## src/rtl/packet_scheduler_if.sv

```systemverilog
// rtl/packet_scheduler_if.sv - channel-buffer, stream and status signals of the packet scheduler
interface packet_scheduler_if #(
    parameter int NUM_CH = 6
);
    logic [NUM_CH-1:0] ch_enable;
    logic              full_any;
    logic [NUM_CH-1:0] empty;
    logic              axis_tready;
    logic              tx_done;
    logic [NUM_CH-1:0] rd_en;
    logic [2:0]        addr;
    logic              axis_tvalid;
    logic              axis_tlast;
    logic              axis_tvalid_hdr;
    logic              busy;
    logic              drained;

    modport master (
        input  ch_enable, full_any, empty, axis_tready, tx_done,
        output rd_en, addr, axis_tvalid, axis_tlast, axis_tvalid_hdr, busy, drained
    );

    modport slave (
        output ch_enable, full_any, empty, axis_tready, tx_done,
        input  rd_en, addr, axis_tvalid, axis_tlast, axis_tvalid_hdr, busy, drained
    );
endinterface

```

## src/rtl/packet_scheduler.sv

```systemverilog
// rtl/packet_scheduler.sv - round-robin drain of channel buffers into header + fixed-length payload packets
module packet_scheduler #(
    parameter int NUM_CH    = 6,
    parameter int PKT_BYTES = 1024
) (
    input  logic               clk,
    input  logic               rstn,
    packet_scheduler_if.master bus
);
    typedef enum logic [2:0] {IDLE, SELECT, HDR, PAYLOAD, WAIT_DONE} state_t;

    localparam logic [15:0] LAST_BYTE = 16'(PKT_BYTES - 1);
    localparam logic [2:0]  LAST_CH   = 3'(NUM_CH - 1);

    state_t      state, state_next;
    logic [2:0]  ptr, ptr_next;
    logic [2:0]  ch, ch_next;
    logic [2:0]  addr_q, addr_next;
    logic [15:0] byte_cnt, byte_cnt_next;

    logic              found;
    logic [2:0]        found_idx;
    int                idx;
    logic [2:0]        idx3;
    logic [NUM_CH-1:0] rd_en_c;
    logic              tvalid_c, tlast_c, hdr_c, drained_c;

    // Round-robin search starting at ptr, wrapping at NUM_CH.
    always_comb begin
        found     = 1'b0;
        found_idx = '0;
        idx       = 0;
        idx3      = '0;
        for (int k = 0; k < NUM_CH; k++) begin
            idx = int'(ptr) + k;
            if (idx >= NUM_CH) idx = idx - NUM_CH;
            idx3 = idx[2:0];
            if (!found && bus.ch_enable[idx3] && !bus.empty[idx3]) begin
                found     = 1'b1;
                found_idx = idx3;
            end
        end
    end

    always_ff @(posedge clk or negedge rstn) begin
        if (!rstn) begin
            state    <= IDLE;
            ptr      <= '0;
            ch       <= '0;
            addr_q   <= '0;
            byte_cnt <= '0;
        end else begin
            state    <= state_next;
            ptr      <= ptr_next;
            ch       <= ch_next;
            addr_q   <= addr_next;
            byte_cnt <= byte_cnt_next;
        end
    end

    always_comb begin
        state_next    = state;
        ptr_next      = ptr;
        ch_next       = ch;
        addr_next     = addr_q;
        byte_cnt_next = byte_cnt;
        rd_en_c       = '0;
        tvalid_c      = 1'b0;
        tlast_c       = 1'b0;
        hdr_c         = 1'b0;
        drained_c     = 1'b0;
        case (state)
            IDLE: begin
                if (bus.full_any && (|bus.ch_enable)) state_next = SELECT;
            end
            SELECT: begin
                if (found) begin
                    ch_next    = found_idx;
                    addr_next  = found_idx;
                    state_next = HDR;
                end else begin
                    drained_c  = 1'b1;
                    ptr_next   = '0;
                    state_next = IDLE;
                end
            end
            HDR: begin
                hdr_c = 1'b1;
                if (bus.axis_tready) begin
                    byte_cnt_next = '0;
                    state_next    = PAYLOAD;
                end
            end
            PAYLOAD: begin
                // An empty buffer simply stalls the beat; byte_cnt holds.
                tvalid_c    = !bus.empty[ch];
                rd_en_c[ch] = tvalid_c;
                tlast_c     = tvalid_c && (byte_cnt == LAST_BYTE);
                if (tvalid_c && bus.axis_tready) begin
                    if (tlast_c) begin
                        byte_cnt_next = '0;
                        state_next    = WAIT_DONE;
                    end else begin
                        byte_cnt_next = byte_cnt + 16'd1;
                    end
                end
            end
            WAIT_DONE: begin
                if (bus.tx_done) begin
                    ptr_next   = (ch == LAST_CH) ? 3'd0 : ch + 3'd1;
                    state_next = SELECT;
                end
            end
            default: state_next = IDLE;
        endcase
    end

    assign bus.rd_en           = rd_en_c;
    assign bus.addr            = addr_q;
    assign bus.axis_tvalid     = tvalid_c;
    assign bus.axis_tlast      = tlast_c;
    assign bus.axis_tvalid_hdr = hdr_c;
    assign bus.busy            = (state != IDLE);
    assign bus.drained         = drained_c;
endmodule

```

## src/flat_wrapper.sv

```systemverilog
// flat-port wrapper written by rule: the top's interface ports become plain ports
module packet_scheduler_flat 
#(
    parameter int NUM_CH    = 6,
    parameter int PKT_BYTES = 1024
)
  (clk, rstn, bus_ch_enable, bus_full_any, bus_empty, bus_axis_tready, bus_tx_done, bus_rd_en, bus_addr, bus_axis_tvalid, bus_axis_tlast, bus_axis_tvalid_hdr, bus_busy, bus_drained);
  packet_scheduler_if #(.NUM_CH(NUM_CH)) bus_i ();
  input  logic clk;
  input  logic rstn;
  input wire logic [$bits(bus_i.ch_enable)-1:0] bus_ch_enable;
  input wire logic [$bits(bus_i.full_any)-1:0] bus_full_any;
  input wire logic [$bits(bus_i.empty)-1:0] bus_empty;
  input wire logic [$bits(bus_i.axis_tready)-1:0] bus_axis_tready;
  input wire logic [$bits(bus_i.tx_done)-1:0] bus_tx_done;
  output wire logic [$bits(bus_i.rd_en)-1:0] bus_rd_en;
  output wire logic [$bits(bus_i.addr)-1:0] bus_addr;
  output wire logic [$bits(bus_i.axis_tvalid)-1:0] bus_axis_tvalid;
  output wire logic [$bits(bus_i.axis_tlast)-1:0] bus_axis_tlast;
  output wire logic [$bits(bus_i.axis_tvalid_hdr)-1:0] bus_axis_tvalid_hdr;
  output wire logic [$bits(bus_i.busy)-1:0] bus_busy;
  output wire logic [$bits(bus_i.drained)-1:0] bus_drained;
  assign bus_i.ch_enable = bus_ch_enable;
  assign bus_i.full_any = bus_full_any;
  assign bus_i.empty = bus_empty;
  assign bus_i.axis_tready = bus_axis_tready;
  assign bus_i.tx_done = bus_tx_done;
  assign bus_rd_en = bus_i.rd_en;
  assign bus_addr = bus_i.addr;
  assign bus_axis_tvalid = bus_i.axis_tvalid;
  assign bus_axis_tlast = bus_i.axis_tlast;
  assign bus_axis_tvalid_hdr = bus_i.axis_tvalid_hdr;
  assign bus_busy = bus_i.busy;
  assign bus_drained = bus_i.drained;
  packet_scheduler #(.NUM_CH(NUM_CH), .PKT_BYTES(PKT_BYTES)) u_core (.clk(clk), .rstn(rstn), .bus(bus_i));
endmodule
```

## config.mk

```make
export PLATFORM = sky130hd
export DESIGN_NAME = packet_scheduler_flat
export DESIGN_NICKNAME = d
export VERILOG_FILES = /design/src/rtl/packet_scheduler_if.sv /design/src/rtl/packet_scheduler.sv /design/src/flat_wrapper.sv
export SDC_FILE = /design/constraint.sdc
export NUM_CORES = 1
export LEC_CHECK = 0
export BUFFER_PORTS_ARGS = -buffer_cell sky130_fd_sc_hd__buf_2
export CORE_MARGIN = 2
export CORE_UTILIZATION = 25
export CTS_CLUSTER_DIAMETER = 50
export DETAILED_ROUTE_END_ITERATION = 8
export SLEW_MARGIN = 25
export SYNTH_ARGS = -nofsm -noshare
export SYNTH_HDL_FRONTEND = slang
export SYNTH_SLANG_ARGS = --single-unit
```

## constraint.sdc

```tcl
create_clock -name clk -period 2.9 [get_ports clk]
set_clock_uncertainty 0.1 [all_clocks]
set_input_delay 0 -clock clk [delete_from_list [all_inputs] [get_ports clk]]
set_output_delay 0 -clock clk [all_outputs]
set_load 0.02 [all_outputs]
```

==> flow_metrics.tcl <==
set metrics [dict create \
    outcome "complete, no violations" \
    cp.required_ns 2.80 \
    n_antenna_cell 0 \
    n_fill_cell 1026 \
    finalHoldViolations 0 \
    async_reset_ff_share_pct 100.0 \
    io_pins 31 \
    grt_usage_pct 13.24 \
    synth_compound_area_share_pct 24.85 \
    synth_area_leaders "dfrtp_1 25%, xor2_1 4.5%, nor2_1 4.5%" \
    relSlewSlack_pct 55.16 \
    grt_pass1_wl_um 11940 \
    critPathKind "flip-flop to primary output" \
    drive_gt1_share_pct 36.91 \
    synth_top_area_cell "dfrtp_1" \
    synthAdderAreaFrac_pct 3.976 \
    clock_latency_ns 0.27 \
    path_cells "buf_6 > ha_4 > o21ba_4 > a22oi_2 > mux2_4 > a211o_1 > nor4_4 > and3_4 > buf_6" \
    remaining_drc_errors 0 \
    synth_area_per_cell_um2 8.448 \
    hold_ws_ns 0.08015 \
    worstHoldPathType "input pin to flip-flop" \
    maxCapViolCount 0 \
    num_vias 2511 \
    maxSlewViolCount 0 \
    core_area_um2 9774 \
    placed_area_um2 2933 \
    fmax_mhz 345.7 \
    grt_overflow 0 \
    synth_xor_area_share_pct 6.958 \
    crit_fanout 6 \
    syn-cell-area_um2 2517 \
    critPathMaxStageDelay_ns 0.48 \
    dpl.hpwl_um 5621 \
    synth_edf_count 0 \
    totalWireLength_um 7611 \
    die_h_um 104.3 \
    setup_violations 0 \
    cp_common_cell "buf_6" \
    cp_top_family "compound AO/OA/AOI/OAI gates" \
    drtPass1Iterations 4 \
    viasPerCell 5.063 \
    final_cell_area_um2 3377 \
    power_density_nw_per_um2 1019 \
    synthMuxAreaShare_pct 2.634 \
    cts_sinks 25 \
    ys_ff_latch 25 \
    rows 36 \
    gp_congestion 0.9342 \
    place_worst_setup_slack_ns 0.01134 \
    synth_top_flop_cell "dfrtp_1" \
    clock-root-buffer "clkbuf_8" \
    synthTopCellsByCount "30 x nor2_1, 27 x nand2_1, 25 x dfrtp_1" \
    p_leak_nw 1.462 \
    layout.nets 389 \
    cts_buffers 3 \
    synth_top_family_by_area "simple AND/OR/NAND/NOR gates" \
    yosysMostFrequentCell "nor2_1" \
    ir_drop_v 0.0003223 \
    synthSimpleGateAreaFrac_pct 32.55 \
    path_clk_slew_ns 0.09 \
    synthCells 298 \
    die_x_um 104.3 \
    cts_tree "yes" \
    ys_types 74 \
    io_buffers 30 \
    first_global_vias 2315 \
    worst_pin_slew_ns 0.6711 \
    startpoint_type "flip-flop" \
    synth.top_cell.area_share_pct 24.85 \
    syn_nets 323 \
    wl_per_cell_um 15.34 \
    period_share_pct 99.74 \
    crit_slowest_cell "dfrtp_2" \
    critPathCaptureType "primary output" \
    cp.arrival_ns 2.79 \
    total_power_mw 3.443 \
    drt-initial-drc-count 72 \
    fin_tns_setup_ns 0 \
    start_util_pct 25.76 \
    die_area_um2 10890 \
    antenna_found_initial 0 \
    yosysWarnings 0 \
    htreeDepth 1 \
    period_minus_slack_ns 2.892 \
    cp_num_buf_inv 2 \
    cts_buffer_depth 2 \
    setup_slack_ns 0.007683 \
    synth-seq-area-share_pct 24.85 \
    ant_nets 0 \
    area.growth.synth_to_final_pct 34.15 \
    rsz0062_at_grt "true" \
    grt_max_degree 26 \
]
[metal layers]
layer | vias up | GRT usage [%] | routed length [um]
met5 | - | 0 | 0
met4 | 0 | 2.027 | 51
met3 | 6 | 1.441 | 337
met2 | 51 | 22.78 | 3735
met1 | 1220 | 18.11 | 3487
li1 | 1234 | - | -
[per-stage QoR]
step | util [%] | instances
after global placement | 30.01 | 468
final | 34.55 | 496
after detailed placement | 30.01 | 468
after CTS | 32.35 | 487
after floorplan | - | 298
after global routing | 34.55 | 496
[final timing paths]
path | to | start | cells past startpoint | slack (ns)
setup / recovery | bus_drained | u_core.ptr[0]$_DFFE_PN0P_ | 9 | 0.008
hold / removal | u_core.state[1]$_DFFE_PN0P_ | bus_axis_tready | 4 | 0.08
setup reg to reg | u_core.ch[1]$_DFFE_PN0P_ | u_core.ptr[2]$_DFFE_PN0P_ | 9 | 0.06
hold reg to reg | u_core.byte_cnt[2]$_DFFE_PN0P_ | u_core.byte_cnt[2]$_DFFE_PN0P_ | 1 | 0.43
max in group asynchronous | u_core.ptr[0]$_DFFE_PN0P_ | rstn | 2 | 2.15
min in group asynchronous | u_core.byte_cnt[3]$_DFFE_PN0P_ | rstn | 2 | 0.14
[tightest hold or removal path, stage by stage]
cell	delay (ns)
buf_2	0.13
a21oi_1	0.13
o21ai_0	0.09
nand2_1	0.07
[flip-flops by register name, indices dropped and copies added, names as in the netlist]
signal / flops
u_core.state: 3
u_core.ptr: 3
u_core.ch: 3
u_core.byte_cnt: 16
[final cells by class]
type                            count  area, um2  area share [%]
Multi-Input combinational cell    252       1978           58.58
Sequential cell                    25      629.4           18.64
Timing Repair Buffer               73      520.5           15.41
Tap cell                          133      166.4           4.928
Clock buffer                        3      41.29           1.223
Inverter                            9      33.78           1.000
Clock inverter                      1      7.507          0.2223
[logic make-up after synthesis]
group | after synthesis
XOR/XNOR | 20
multiplexers | 5
buffers and inverters | 21
adder cells (fa/ha/maj) | 8
AO/OA/AOI/OAI | 78
flip-flops | 25
AND/OR/NAND/NOR | 141
[repair_timing]
item                       4_1_cts  5_1_grt
buffers inserted                12        9
hold buffers                     3        0
pin swaps                        9       19
setup endpoints to repair        1        8
resized for setup               16       27
hold endpoints to repair        26        0
[where the power goes]
part / internal, mW / total, mW / switching, mW
logic: 1.30 / 2.71 / 1.40
clock network: 0.0973 / 0.211 / 0.114
registers: 0.421 / 0.525 / 0.105
[cells in the final DEF, fill, tap and decap left out, types with 7 or more instances in the layout]
cell type | Yosys | final
nor2_1 | 30 | 30
nand2_1 | 27 | 27
dfrtp_1 | 25 | 22
inv_1 | 9 | 7
buf_4 | 1 | 30
nor2b_1 | 8 | 8
nand3_1 | 10 | 10
buf_2 | 6 | 31
buf_6 | 2 | 8
o21ai_0 | 11 | 10
a21oi_1 | 16 | 16
xor2_1 | 13 | 12
Power figures use the tool's default switching activity.
